[src/rtl/adder_slice_sequencer.sv]
// Two-requester WIDTH-bit add/subtract unit that reuses one 8-bit carry-lookahead
// slice over NSLICE byte passes, carrying between passes through a register.
module adder_slice_sequencer #(
    parameter  int NSLICE = 4,
    localparam int WIDTH  = 8 * NSLICE
) (
    input  logic             clock,
    input  logic             reset_n,
    input  logic             req0,
    input  logic [WIDTH-1:0] a0,
    input  logic [WIDTH-1:0] b0,
    input  logic             sub0,
    input  logic             req1,
    input  logic [WIDTH-1:0] a1,
    input  logic [WIDTH-1:0] b1,
    input  logic             sub1,
    output logic             ack0,
    output logic             ack1,
    output logic             busy,
    output logic             done,
    output logic             done_id,
    output logic [WIDTH-1:0] result,
    output logic             cout,
    output logic             ovf
);
    localparam int KW = (NSLICE > 1) ? $clog2(NSLICE) : 1;

    // Handshake: a request is accepted when the unit is IDLE at a rising edge;
    // ack<g> pulses for the following cycle, after which req may drop and the
    // operands may change. done pulses once with result/cout/ovf/done_id valid.
    typedef enum logic {IDLE = 1'b0, RUN = 1'b1} state_t;

    state_t           r_state;
    state_t           w_next;
    logic             w_grant;
    logic             w_gnt_id;
    logic             w_last;
    logic [WIDTH-1:0] w_a_sel;
    logic [WIDTH-1:0] w_b_sel;
    logic             w_sub_sel;

    logic [WIDTH-1:0] r_a;
    logic [WIDTH-1:0] r_b;
    logic [WIDTH-1:0] r_acc;
    logic             r_carry;
    logic             r_sa;
    logic             r_sb;
    logic             r_owner;
    logic             r_last_grant;
    logic [KW-1:0]    r_k;

    logic [7:0]       w_sum;
    logic             w_gg;
    logic             w_pp;
    logic             w_cout;

    // 8-bit lookahead slice: returns {group generate, group propagate, sum}.
    function automatic logic [9:0] cla8(input logic [7:0] a, input logic [7:0] b,
                                        input logic cin);
        logic [7:0] g;
        logic [7:0] p;
        logic [7:0] c;
        logic       ci;
        logic       pr;
        logic       gg;
        logic       pp;
        g = a & b;
        p = a ^ b;
        for (int i = 0; i < 8; i++) begin
            ci = 1'b0;
            pr = 1'b1;
            for (int j = i - 1; j >= 0; j--) begin
                ci = ci | (pr & g[j]);
                pr = pr & p[j];
            end
            c[i] = ci | (pr & cin);
        end
        gg = 1'b0;
        pp = 1'b1;
        for (int j = 7; j >= 0; j--) begin
            gg = gg | (pp & g[j]);
            pp = pp & p[j];
        end
        return {gg, pp, p ^ c};
    endfunction

    always_comb begin
        {w_gg, w_pp, w_sum} = cla8(r_a[7:0], r_b[7:0], r_carry);
        w_cout = w_gg | (w_pp & r_carry);
    end

    always_ff @(posedge clock or negedge reset_n) begin
        if (!reset_n) r_state <= IDLE;
        else          r_state <= w_next;
    end

    always_comb begin
        w_next    = r_state;
        w_grant   = 1'b0;
        w_gnt_id  = 1'b0;
        w_last    = 1'b0;
        case (r_state)
            IDLE: begin
                if (req0 || req1) begin
                    w_grant  = 1'b1;
                    w_gnt_id = (req0 && req1) ? ~r_last_grant : req1;
                    w_next   = RUN;
                end
            end
            RUN: begin
                w_last = (r_k == KW'(NSLICE - 1));
                if (w_last) w_next = IDLE;
            end
            default: w_next = IDLE;
        endcase
        w_a_sel   = w_gnt_id ? a1 : a0;
        w_sub_sel = w_gnt_id ? sub1 : sub0;
        w_b_sel   = (w_gnt_id ? b1 : b0) ^ {WIDTH{w_sub_sel}};
    end

    // Operands shift down one byte per pass; finished bytes shift in at the top
    // of r_acc so the full sum is aligned after the last pass.
    always_ff @(posedge clock or negedge reset_n) begin
        if (!reset_n) begin
            r_a          <= '0;
            r_b          <= '0;
            r_acc        <= '0;
            r_carry      <= 1'b0;
            r_sa         <= 1'b0;
            r_sb         <= 1'b0;
            r_owner      <= 1'b0;
            r_last_grant <= 1'b1;
            r_k          <= '0;
            ack0         <= 1'b0;
            ack1         <= 1'b0;
            busy         <= 1'b0;
            done         <= 1'b0;
            done_id      <= 1'b0;
            result       <= '0;
            cout         <= 1'b0;
            ovf          <= 1'b0;
        end else begin
            ack0 <= 1'b0;
            ack1 <= 1'b0;
            done <= 1'b0;
            if (w_grant) begin
                r_a          <= w_a_sel;
                r_b          <= w_b_sel;
                r_carry      <= w_sub_sel;
                r_sa         <= w_a_sel[WIDTH-1];
                r_sb         <= w_b_sel[WIDTH-1];
                r_owner      <= w_gnt_id;
                r_last_grant <= w_gnt_id;
                r_k          <= '0;
                ack0         <= ~w_gnt_id;
                ack1         <= w_gnt_id;
                busy         <= 1'b1;
            end else if (r_state == RUN) begin
                r_a     <= r_a >> 8;
                r_b     <= r_b >> 8;
                r_acc   <= {w_sum, r_acc[WIDTH-1:8]};
                r_carry <= w_cout;
                r_k     <= r_k + 1'b1;
                if (w_last) begin
                    result  <= {w_sum, r_acc[WIDTH-1:8]};
                    cout    <= w_cout;
                    ovf     <= (r_sa == r_sb) && (w_sum[7] != r_sa);
                    done    <= 1'b1;
                    done_id <= r_owner;
                    busy    <= 1'b0;
                end
            end
        end
    end
endmodule

[config.mk]
export PLATFORM = sky130hd
export DESIGN_NAME = adder_slice_sequencer
export DESIGN_NICKNAME = d
export VERILOG_FILES = /design/src/rtl/adder_slice_sequencer.sv
export SDC_FILE = /design/constraint.sdc
export NUM_CORES = 1
export LEC_CHECK = 0
export CAP_MARGIN = 20
export CORE_UTILIZATION = 50
export CTS_BUF_LIST = sky130_fd_sc_hd__clkbuf_4
export DETAILED_ROUTE_END_ITERATION = 8
export PLACE_DENSITY = 0.86
export SLEW_MARGIN = 20
export SYNTH_ARGS = -nofsm -noshare
export SYNTH_HDL_FRONTEND = slang
export SYNTH_SLANG_ARGS = --single-unit
export TNS_END_PERCENT = 100
[constraint.sdc]
create_clock -name clock -period 3.71 [get_ports clock]
set_input_delay 0.742 -clock clock [delete_from_list [all_inputs] [get_ports clock]]
set_output_delay 0.742 -clock clock [all_outputs]
set_load 0.01 [all_outputs]
==> summary.md, run 1 <==
| Metric | Value |
|---|---|
| Finished Layout Cells | `1,062` |
| Status | `finished, final reports clean` |
| Worst reg2reg endpoint | `r_b[12]` |
| CP Capture Point | `r_b[12]` |
| Most frequent cells after synthesis | `nand2_1, dfrtp_1, mux2i_1` |
| Initial antenna violation count | `0` |
| Nets | `around 1.0k` |
| EDFF count, synth | `0` |
| Cts hold-fix bufs | `0` |
| Max IR drop VDD | `~0.36 mV` |
| Final Critical Period | `~2.8 ns` |
| Die X | `121.4 um` |
| Layout cells sized above 1 | `around 11%` |
| Cell with the most instances after synthesis | `nand2_1` |
| Gr usage total | `about a quarter` |
| Routed Antenna Nets | `0` |
| Clock Sinks | `approximately 140` |
| Grt ovf | `0` |
| Vias | `roughly 5.9k` |
| Post-CTS setup repair buffer count | `0` |
| Routed wire per std cell | `between 15 and 20 um` |
| Num CTS Buffers | `17` |
| Core box area | `13,880 um^2` |
| Total Wirelength | `17,560 um` |
| Fillers | `1,109` |
| Worst Path Required | `roughly 4.2 ns` |
| P per Cell Area | `between 700 and 800 nW/um^2` |
| Hpwl dp | `approximately 12,000 um` |
| CTS tree | `done` |
| CP Max Fanout | `slightly above 70` |
| Largest net degree at the start of global routing | `85` |
| Syn Std Cell Area | `around 7100 um^2` |
| Max Root-Sink Buffers | `2` |
| Prevailing post-synth register cell | `dfrtp_1` |
| Cell Rows | `43` |
| Synth-to-layout area growth | `27.79%` |
| Setup TNS | `0 ns` |
| Initial drt markers | `between 400 and 500` |
| Async SR Flop Fraction | `between 90% and 100%` |
| Number of remaining DRC errors | `0` |
| Max Cap Viol | `0` |
| Element type at the critical path end | `flop` |
| Worst r2r path cells | `5` |
| Syn_area_per_cell | `9.871 um^2` |
| Crit path launch | `r_state` |
| Hold Crit Class | `in2async` |
| Slew Viols, Final | `0` |
| Flop2flop setup slack | `about 0.94 ns` |
| Register area | `~3400 um^2` |
| Synth Warn # | `0` |
| Leakage | `a little under 4 nW` |
| # setup viols final | `0` |
| Post-synth top area cell | `dfrtp_1` |
| Cell count after placement | `~1.0k` |
| GP Congestion | `just over 0.8` |
| Clock Pin Slew Worst Setup and Hold Paths | `around 0.13 ns` |
| Top Ports | `between 150 and 200` |
| Area contributors post-synth | `dfrtp_1, nand2_1, mux2i_1` |
| Final hold violations | `0` |
| Vias in the first global route | `just under 6k` |
| Post-CTS sizing | `0` |
| Area of the multi-input gates | `~3300 um^2` |
| WS Path Type | `reg2reg` |
| First-pass GRT wire length | `~28,000 um` |
| Mean number of vias per cell | `~5.6` |
| Slew headroom | `36.74%` |
| RSZ-0062 raised after global routing | `false` |
| Total power | `6.732 mW` |
| Worst slew pin tran | `between 0.9 and 1 ns` |
| Flip-flop and latch count after synthesis | `135` |
| Worst Path Arrival | `between 3 and 4 ns` |
| Unique masters post-synth | `50` |
| N_diodes | `0` |
| Crit share post-route | `approximately three quarters` |
| Skew-Pair Late Insertion Delay | `~0.55 ns` |
| R2R Path Start | `r_state` |
| # port buffers | `about 170` |
| Final hold slack | `approximately 0.22 ns` |
| Seq/Total Area, Yosys | `about 47%` |
| Share of Yosys cell area claimed by the top area cell type | `~47%` |
| DR pass1 iterations | `5` |
| DIE AREA | `14,740 um^2` |
| # H-tree levels | `4` |
| Cells after synthesis | `722` |
| Layout Skew | `approximately 0.019 ns` |
| Height of the die | `between 100 and 150 um` |
| Initial Util | `between 50% and 60%` |
| Synthesized Nets | `~870` |
| Max Clk Rate | `0.3616 GHz` |
| Clk root buf | `clkbuf_4` |
| Setup crit start kind | `flop` |
| Fin util | `between 60% and 70%` |
worst min-delay path by stage:
stage,startpoint,end,cells past startpoint
floorplan,r_acc[8],result[0],2
global placement,r_acc[14],result[6],2
detailed placement,r_acc[15],result[7],2
CTS,reset_n,r_acc[11],1
global route,reset_n,r_a[10],1
finish,reset_n,r_acc[11],1
sequential cells by signal, indices dropped and copies added (netlist names):
signal	cells
ack0	1
ack1	1
ovf	1
r_acc	24
cout	1
r_a	32
r_state	1
done_id	1
r_owner	1
r_k	2
r_sb	1
done	1
r_last_grant	1
r_sa	1
r_b	32
busy	1
result	32
r_carry	1
cells by family after synthesis:
group / Yosys count / synth area share [%]
buffers and inverters: 84 / 5.741
AO/OA/AOI/OAI: 151 / 16.01
flip-flops: 135 / 47.42
AND/OR/NAND/NOR: 227 / 13.03
multiplexers: 80 / 11.64
XOR/XNOR: 35 / 4.301
adder cells (fa/ha/maj): 10 / 1.861
worst max-delay path, cell delays in order (launching register included):
cell and delay (ns):
dfrtp_4 0.90, clkinv_1 0.50, nand3_1 0.21, and2_4 0.52, xnor2_1 0.20, a221oi_2 0.28
routing by layer:
metal	global-route usage [%]	vias up	part of all wire, %
met1	30.73	2810	42
met4	11.19	0	3.0
met3	6.861	32	6.0
met5	0	-	0
met2	41.26	236	49
li1	-	2818	-
where the power goes:
group	total, mW	switching [mW]	internal (mW)
logic	3.14	1.56	1.58
registers	2.72	0.572	2.14
clock network	0.876	0.546	0.330
cell type report:
class | instances | share of cell area [%]
clock buffers | 18 | 1.484
clock inverters | 14 | 1.195
inverters | 29 | 1.195
multi-input cells | 503 | 36.74
flip-flops and latches | 135 | 37.15
well taps | 180 | 2.473
repair buffers | 183 | 19.77
cell usage in the layout, fill, tap and decap left out, types with 2 or more instances in the layout:
| master | count |
|---|---|
| inv_1 | 27 |
| nand2_1 | 153 |
| o31ai_1 | 2 |
| clkinv_2 | 4 |
| nor2_4 | 2 |
| clkdlybuf4s50_1 | 170 |
| nor3_1 | 27 |
| clkinv_1 | 4 |
| a21oi_1 | 9 |
| mux2i_1 | 57 |
| o21ai_0 | 55 |
| nor3b_1 | 2 |
| a31oi_1 | 26 |
| dfrtp_1 | 133 |
| a221oi_2 | 23 |
| a31o_2 | 4 |
| clkbuf_4 | 18 |
| a211oi_1 | 10 |
| ha_1 | 9 |
| or3_1 | 2 |
| buf_4 | 11 |
| a311oi_1 | 7 |
| a2111oi_0 | 2 |
| xor2_1 | 2 |
| xnor2_1 | 33 |
| nor2_1 | 31 |
| mux2_2 | 23 |
| nand3_1 | 4 |
| inv_6 | 2 |
| a21o_1 | 4 |
| clkinvlp_4 | 4 |
through the flow:
step           cell area [um^2]  worst slack (ns)
5_1_grt                    9107            0.7680
3_3_place_gp               8864            0.8525
4_1_cts                    9107            0.9756
3_5_place_dp               8864            0.7164
2_1_floorplan              7127             1.496
6_report                   9107            0.9446
Power figures use the tool's default switching activity.
==> run 2, diff against run 1 <==
==> constraint.sdc (replaced) <==
create_clock -name clock -period 2.6 [get_ports clock]
set_input_delay 0.52 -clock clock [delete_from_list [all_inputs] [get_ports clock]]
set_output_delay 0.52 -clock clock [all_outputs]
set_load 0.01 [all_outputs]
==> run 2 against run 1 <==
Total power rose by 44%. Global-route usage barely moved. Sequential power rose by 36%. Worst hold slack improved by 0.26 ns. Count of clock-buffer cells in the layout fell by 1. First-iteration DRC count rose by 2.9%. Flip-flop and latch count did not move. Non-clock buffer count rose by 11. Register-to-register slack got worse by 0.54 ns. Core utilization rose by 1.4 points. Clock power rose by 47%. Largest cell class unchanged.
==> summary.md, run 2 (synthesized netlist as in run 1, its figures left out) <==
| Metric | Value |
|---|---|
| Status | `finished, final reports clean` |
| Number of remaining DRC errors | `0 (unchanged)` |
| Clk root buf | `clkbuf_4` |
| # setup viols final | `0 (unchanged)` |
| Most common cell after layout, fill and taps aside | `clkdlybuf4s50_1` |
| Flop pwr share | `38.0% (-2.3 points)` |
| Slew headroom | `58.59% (+22 points)` |
| Hold Crit Class | `in2async` |
| Element type at the critical path end | `flop` |
| Comb pwr share | `48.7% (+2.1 points)` |
| Fin util | `67.05% (+1.4 points)` |
| Vias in the first global route | `5,767 (-1.5%)` |
| Nets | `1,024 (+1.1%)` |
| Total power | `9.721 mW (+44%)` |
| Height of the die | `121.4 um (unchanged)` |
| Clock Pin Slew Worst Setup and Hold Paths | `0.13 ns (about the same)` |
| DR pass1 iterations | `4 (-1)` |
| Initial drt markers | `423 (+2.9%)` |
| Routed wire per std cell | `16.10 um (-2.6%)` |
| P per Cell Area | `1044 nW/um^2 (+41%)` |
| GP Congestion | `0.8272 (+1.7%)` |
| Largest net degree at the start of global routing | `139 (+64%)` |
| Most frequent cells in the layout | `clkdlybuf4s50_1, nand2_1, dfrtp_1` |
| Crit share post-route | `84.60% (+10 points)` |
| Grt ovf | `0 (unchanged)` |
| Switching share of power | `39.43% (-0.39 points)` |
| # H-tree levels | `4 (unchanged)` |
| Num CTS Buffers | `17 (unchanged)` |
| Final non-filler cell area | `9308 um^2 (+2.2%)` |
| Initial antenna violation count | `0 (unchanged)` |
| Max Clk Rate | `0.4546 GHz (+26%)` |
| Gr usage total | `25.09% (about the same)` |
| Hpwl dp | `12,240 um (+0.69%)` |
| Clock Sinks | `135 (unchanged)` |
| Share of power burned in the clock network | `13.3% (+0.3 points)` |
| CTS tree | `done` |
| Max Cap Viol | `0 (unchanged)` |
| # port buffers | `172 (unchanged)` |
| Worst slew pin tran | `0.6212 ns (-0.3278 ns)` |
| Cell count after placement | `1,040 (+0.97%)` |
| Leakage | `3.965 nW (+2.5%)` |
| First-pass GRT wire length | `28,610 um (+0.70%)` |
| Pint | `5.888 mW (+45%)` |
| Slew Viols, Final | `0 (unchanged)` |
| Mean number of vias per cell | `5.492 (-1.1%)` |
| Worst Path Arrival | `2.61 ns (-0.60 ns)` |
| Crit-path cells | `ha_1, a21oi_1, o22ai_1, buf_4, a31o_2, a2111oi_0, nor3_1` |
| N_diodes | `0 (unchanged)` |
| Max Root-Sink Buffers | `2 (unchanged)` |
| Sw Pwr | `3.833 mW (+43%)` |
| Post-CTS sizing | `0 (unchanged)` |
| Max IR drop VDD | `0.5644 mV (+57%)` |
| Cell Rows | `43 (unchanged)` |
| Post-DP Area | `9039 um^2 (+2.0%)` |
| DIE AREA | `14,740 um^2 (unchanged)` |
| Synth-to-layout area growth | `30.60%` |
| CP max stage delay | `0.46 ns (-0.44 ns)` |
| CP Max Fanout | `5 (-93%)` |
| Layout Skew | `0.01167 ns (-0.007203 ns)` |
| Skew-Pair Late Insertion Delay | `0.54 ns (about the same)` |
| WS Path Type | `reg2reg` |
| Final hold violations | `0 (unchanged)` |
| Vias | `5,893 (-0.051%)` |
| Layout cells sized above 1 | `12.54% (+1.1 points)` |
| Worst Path Required | `3.01 ns (-1.15 ns)` |
| RSZ-0062 raised after global routing | `false` |
| Initial Util | `51.34% (unchanged)` |
| Biggest regs | `r_a: 32 flops, r_b: 32 flops, result: 32 flops` |
| Final Critical Period | `2.200 ns (-0.5659 ns)` |
| Setup TNS | `0 ns (unchanged)` |
| Routed Antenna Nets | `0 (unchanged)` |
| Setup crit start kind | `flop` |
| Total Wirelength | `17,280 um (-1.6%)` |
| Critical path's slowest cell | `dfrtp_1` |
| Die X | `121.4 um (unchanged)` |
| Finished Layout Cells | `1,073 (+1.0%)` |
| Core box area | `13,880 um^2 (unchanged)` |
| Top Ports | `173 (unchanged)` |
run 2: cell count changes in the layout (fill, tap and decap cells not counted), moves of 2 or more:
cell and change:
buf_12 +8, clkinv_2 -2, clkinv_4 +6, buf_4 +2
run 2: what timing repair did:
| action | 4_1_cts | 5_1_grt |
|---|---|---|
| setup buffers | 0 | 0 |
| hold buffers | 1 | 0 |
| hold endpoints to repair | 42 | 0 |
| endpoints found under the setup margin | 0 | 0 |
run 2: through the flow:
stage | hold WS, ns | worst slack [ns]
after global routing | 0.4831 | 0.2303
after floorplan | 0.2244 | 0.5297
final | 0.4814 | 0.4005
after detailed placement | 0.4552 | 0.1821
after CTS | 0.4540 | 0.4304
after global placement | 0.4462 | 0.2731
run 2: layer usage:
metal,vias up,global-route usage [%],share of wire (%)
li1,2850,-,-
met2,189,41.12,49
met1,2822,32.56,43
met4,0,9.568,2.6
met3,32,5.122,4.8
met5,-,0,0
run 2: worst max-delay path, delay by kind of cell (launching register included):
| kind | cells | cell delay (ns) |
|---|---|---|
| adder cells (fa/ha/maj) | 1 | 0.35 |
| AND/OR/NAND/NOR | 1 | 0.10 |
| AO/OA/AOI/OAI | 4 | 0.99 |
| buffers and inverters | 1 | 0.18 |
| flip-flops | 1 | 0.46 |
run 2: power by group through the flow:
stage	registers, mW	clock network (mW)	logic (mW)
final	3.69	1.29	4.74
after global routing	3.80	1.39	5.23
after global placement	3.71	0	4.58
after detailed placement	3.74	0	4.74
after floorplan	3.63	0	3.18
after CTS	3.69	1.32	4.75
run 2: final cells by class:
type	count	area, um^2
repair buffers	194	1986
fillers	1105	4573
multi-input cells	503	3346
inverters	29	108.9
well taps	180	225.2
clock inverters	15	131.4
clock buffers	17	127.6
flip-flops and latches	135	3383
run 2: worst paths after layout:
path	from	to	slack, ns	depth (start not counted)
min in group clock	r_acc[13]	result[5]	0.48	2
setup / recovery	r_b[2]	cout	0.40	7
max in group asynchronous	reset_n	r_a[20]	1.44	3
setup reg to reg	r_b[2]	cout	0.40	7
hold reg to reg	r_acc[13]	result[5]	0.48	2
hold / removal	reset_n	busy	0.48	2
==> run 3, diff against run 2 <==
--- a/config.mk
+++ b/config.mk
@@ -6,10 +6,10 @@
 export NUM_CORES = 1
 export LEC_CHECK = 0
 export CAP_MARGIN = 20
-export CORE_UTILIZATION = 50
+export CORE_UTILIZATION = 47
 export CTS_BUF_LIST = sky130_fd_sc_hd__clkbuf_4
 export DETAILED_ROUTE_END_ITERATION = 8
-export PLACE_DENSITY = 0.86
+export PLACE_DENSITY = 0.84
 export SLEW_MARGIN = 20
 export SYNTH_ARGS = -nofsm -noshare
 export SYNTH_HDL_FRONTEND = slang
==> constraint.sdc (replaced) <==
create_clock -name clock -period 1.9 [get_ports clock]
set_input_delay 0.38 -clock clock [delete_from_list [all_inputs] [get_ports clock]]
set_output_delay 0.38 -clock clock [all_outputs]
set_load 0.01 [all_outputs]
==> run 3 against run 2 <==
The run now ends with design-rule violations, negative setup slack left. Worst hold slack lost 0.14 ns. Combinational power up 60%. Count of clock-buffer cells in the layout rose by 2. Worst setup slack lost 0.50 ns. Cell count grew 3.7%. Register-to-register slack got worse by 0.50 ns. Critical path type unchanged. Critical endpoint unchanged. Largest cell class is now multi-input combinational cells.
==> summary.md, run 3 (synthesized netlist as in run 1, its figures left out) <==
| Metric | Value |
|---|---|
| DIE AREA | `15,660 um^2 (+6.3%)` |
| WS Path Type | `reg2reg` |
| Clk root buf | `clkbuf_4` |
| Nets | `1,060 (+3.5%)` |
| Slew headroom | `65.39% (+6.8 points)` |
| Initial antenna violation count | `1 (+1)` |
| Crit-path cells | `ha_4, a21o_1, a21o_1, a31o_2, a2111oi_2, nor3_1` |
| # port buffers | `172 (unchanged)` |
| Grt ovf | `0 (unchanged)` |
| Cell count after placement | `1,073 (+3.2%)` |
| # H-tree levels | `4 (unchanged)` |
| Hpwl dp | `12,850 um (+5.0%)` |
| Hold Crit Class | `in2async` |
| # setup viols final | `5 (+5)` |
| Initial Util | `48.67% (-2.7 points)` |
| CP max stage delay | `0.47 ns (about the same)` |
| Setup crit start kind | `flop` |
| Clock Pin Slew Worst Setup and Hold Paths | `0.12 ns (about the same)` |
| Leakage | `4.318 nW (+8.9%)` |
| Worst slew pin tran | `0.5192 ns (-0.1020 ns)` |
| Final hold violations | `0 (unchanged)` |
| Final hold slack | `0.3384 ns (-0.1430 ns)` |
| Number of remaining DRC errors | `18 (+18)` |
| Gr usage total | `24.20% (-0.89 points)` |
| Element type at the critical path end | `flop` |
| Most common cell on crit path | `a21o_1` |
| DR pass1 iterations | `7 (+3)` |
| CP Max Fanout | `4 (-1)` |
| Setup TNS | `-0.1998 ns (-0.1998 ns)` |
| Status | `finished with violations` |
| Die X | `125.1 um (+3.1%)` |
| Worst Path Arrival | `2.44 ns (-0.17 ns)` |
| Max Root-Sink Buffers | `2 (unchanged)` |
| Total Wirelength | `18,640 um (+7.9%)` |
| Skew-Pair Late Insertion Delay | `0.56 ns (+0.02 ns)` |
| Top Ports | `173 (unchanged)` |
| Worst Setup Slack, final | `-0.09500 ns (-0.4955 ns)` |
| Cell Rows | `44 (+2.3%)` |
| Failing checks | `design-rule violations, negative setup slack` |
| Pre-CTS setup slack | `-0.4046 ns (-0.5868 ns)` |
| Synth-to-layout area growth | `37.92%` |
| Routed wire per std cell | `16.74 um (+4.0%)` |
| Layout Skew | `0.01825 ns (+0.006578 ns)` |
| Vias in the first global route | `6,044 (+4.8%)` |
| GP Congestion | `0.8302 (+0.36%)` |
| Max Clk Rate | `0.5013 GHz (+10%)` |
| Num CTS Buffers | `17 (unchanged)` |
| Biggest regs | `r_a: 32 flops, r_b: 32 flops, result: 32 flops` |
| Max Cap Viol | `0 (unchanged)` |
| CTS tree | `done` |
| First-pass GRT wire length | `29,950 um (+4.7%)` |
| Height of the die | `125.1 um (+3.1%)` |
| Worst Path Required | `2.34 ns (-0.67 ns)` |
| P per Cell Area | `1497 nW/um^2 (+43%)` |
| Critical path's slowest cell | `dfrtp_2` |
| Crit share post-route | `105.0% (+20 points)` |
| Routed Antenna Nets | `0 (unchanged)` |
| RSZ-0062 raised after global routing | `true` |
| Finished Layout Cells | `1,113 (+3.7%)` |
| Most frequent cells in the layout | `nand2_1, clkdlybuf4s50_1, dfrtp_1` |
| Core box area | `14,640 um^2 (+5.5%)` |
| Most common cell after layout, fill and taps aside | `nand2_1` |
| Layout cells sized above 1 | `18.32% (+5.8 points)` |
| Clock Sinks | `135 (unchanged)` |
| Largest net degree at the start of global routing | `117 (-16%)` |
| Final Critical Period | `1.995 ns (-0.2045 ns)` |
| Total power | `14.71 mW (+51%)` |
| Slew Viols, Final | `0 (unchanged)` |
| Fillers | `1,137 (+2.9%)` |
| Vias | `6,071 (+3.0%)` |
| Initial drt markers | `383 (-9.5%)` |
| Max IR drop VDD | `0.7578 mV (+34%)` |
| Mean number of vias per cell | `5.455 (-0.68%)` |
-- run 3: final cells by class --
type	instances	area (um^2)	share of cell area [%]
multi-input combinational	503	3520	35.81
timing repair buffer	230	2287	23.27
sequential	135	3386	34.45
clock buffer	19	142.6	1.451
antenna	1	2.502	0.02546
tap	184	230.2	2.342
clock inverter	12	152.6	1.553
inverter	29	108.9	1.107
-- run 3: path summary, 6_finish.rpt --
kind                                    to  slack (ns)  startpoint  cells after the start
worst max-delay path                  cout        -0.1      r_a[4]                      6
worst min-delay path            result[25]        0.34     reset_n                      2
worst max register to register        cout        -0.1      r_a[4]                      6
worst min register to register   result[2]        0.47   r_acc[10]                      2
max in group asynchronous           r_a[4]        0.94     reset_n                      3
min in group clock                 r_a[30]        0.38      a0[30]                      3
-- run 3: timing repair --
item,CTS,global route
buffers inserted,3,3
endpoints found under the hold margin,49,0
cloned,0,1
endpoints found under the setup margin,18,41
pin swaps,9,2
hold buffers,1,0
resized for setup,19,22
-- run 3: where the power goes --
group	switching, mW	internal (mW)	leakage (nW)
Sequential	0.937	4.19	1.69
Combinational	3.64	3.95	2.48
Clock	1.06	0.934	0.154
-- run 3: through the flow --
stage	area, um^2	utilization, %
after floorplan	7191	-
after global placement	9325	63.68
after detailed placement	9325	63.68
after CTS	9698	66.23
after global routing	9829	67.12
final	9829	67.12
-- run 3: metal layers --
metal | wire (um) | track usage, % | share of wire (%)
met1 | 7825 | 30.20 | 42
met2 | 9290 | 41.80 | 50
met3 | 1129 | 4.493 | 6.1
met4 | 390 | 9.039 | 2.1
met5 | 0 | 0 | 0
-- run 3: critical path: cells and delay by family, from the launching register on --
kind	cells	cell delay [ns]
AND/OR/NAND/NOR	1	0.10
adder cells (fa/ha/maj)	1	0.26
flip-flops	1	0.47
AO/OA/AOI/OAI	4	1.06
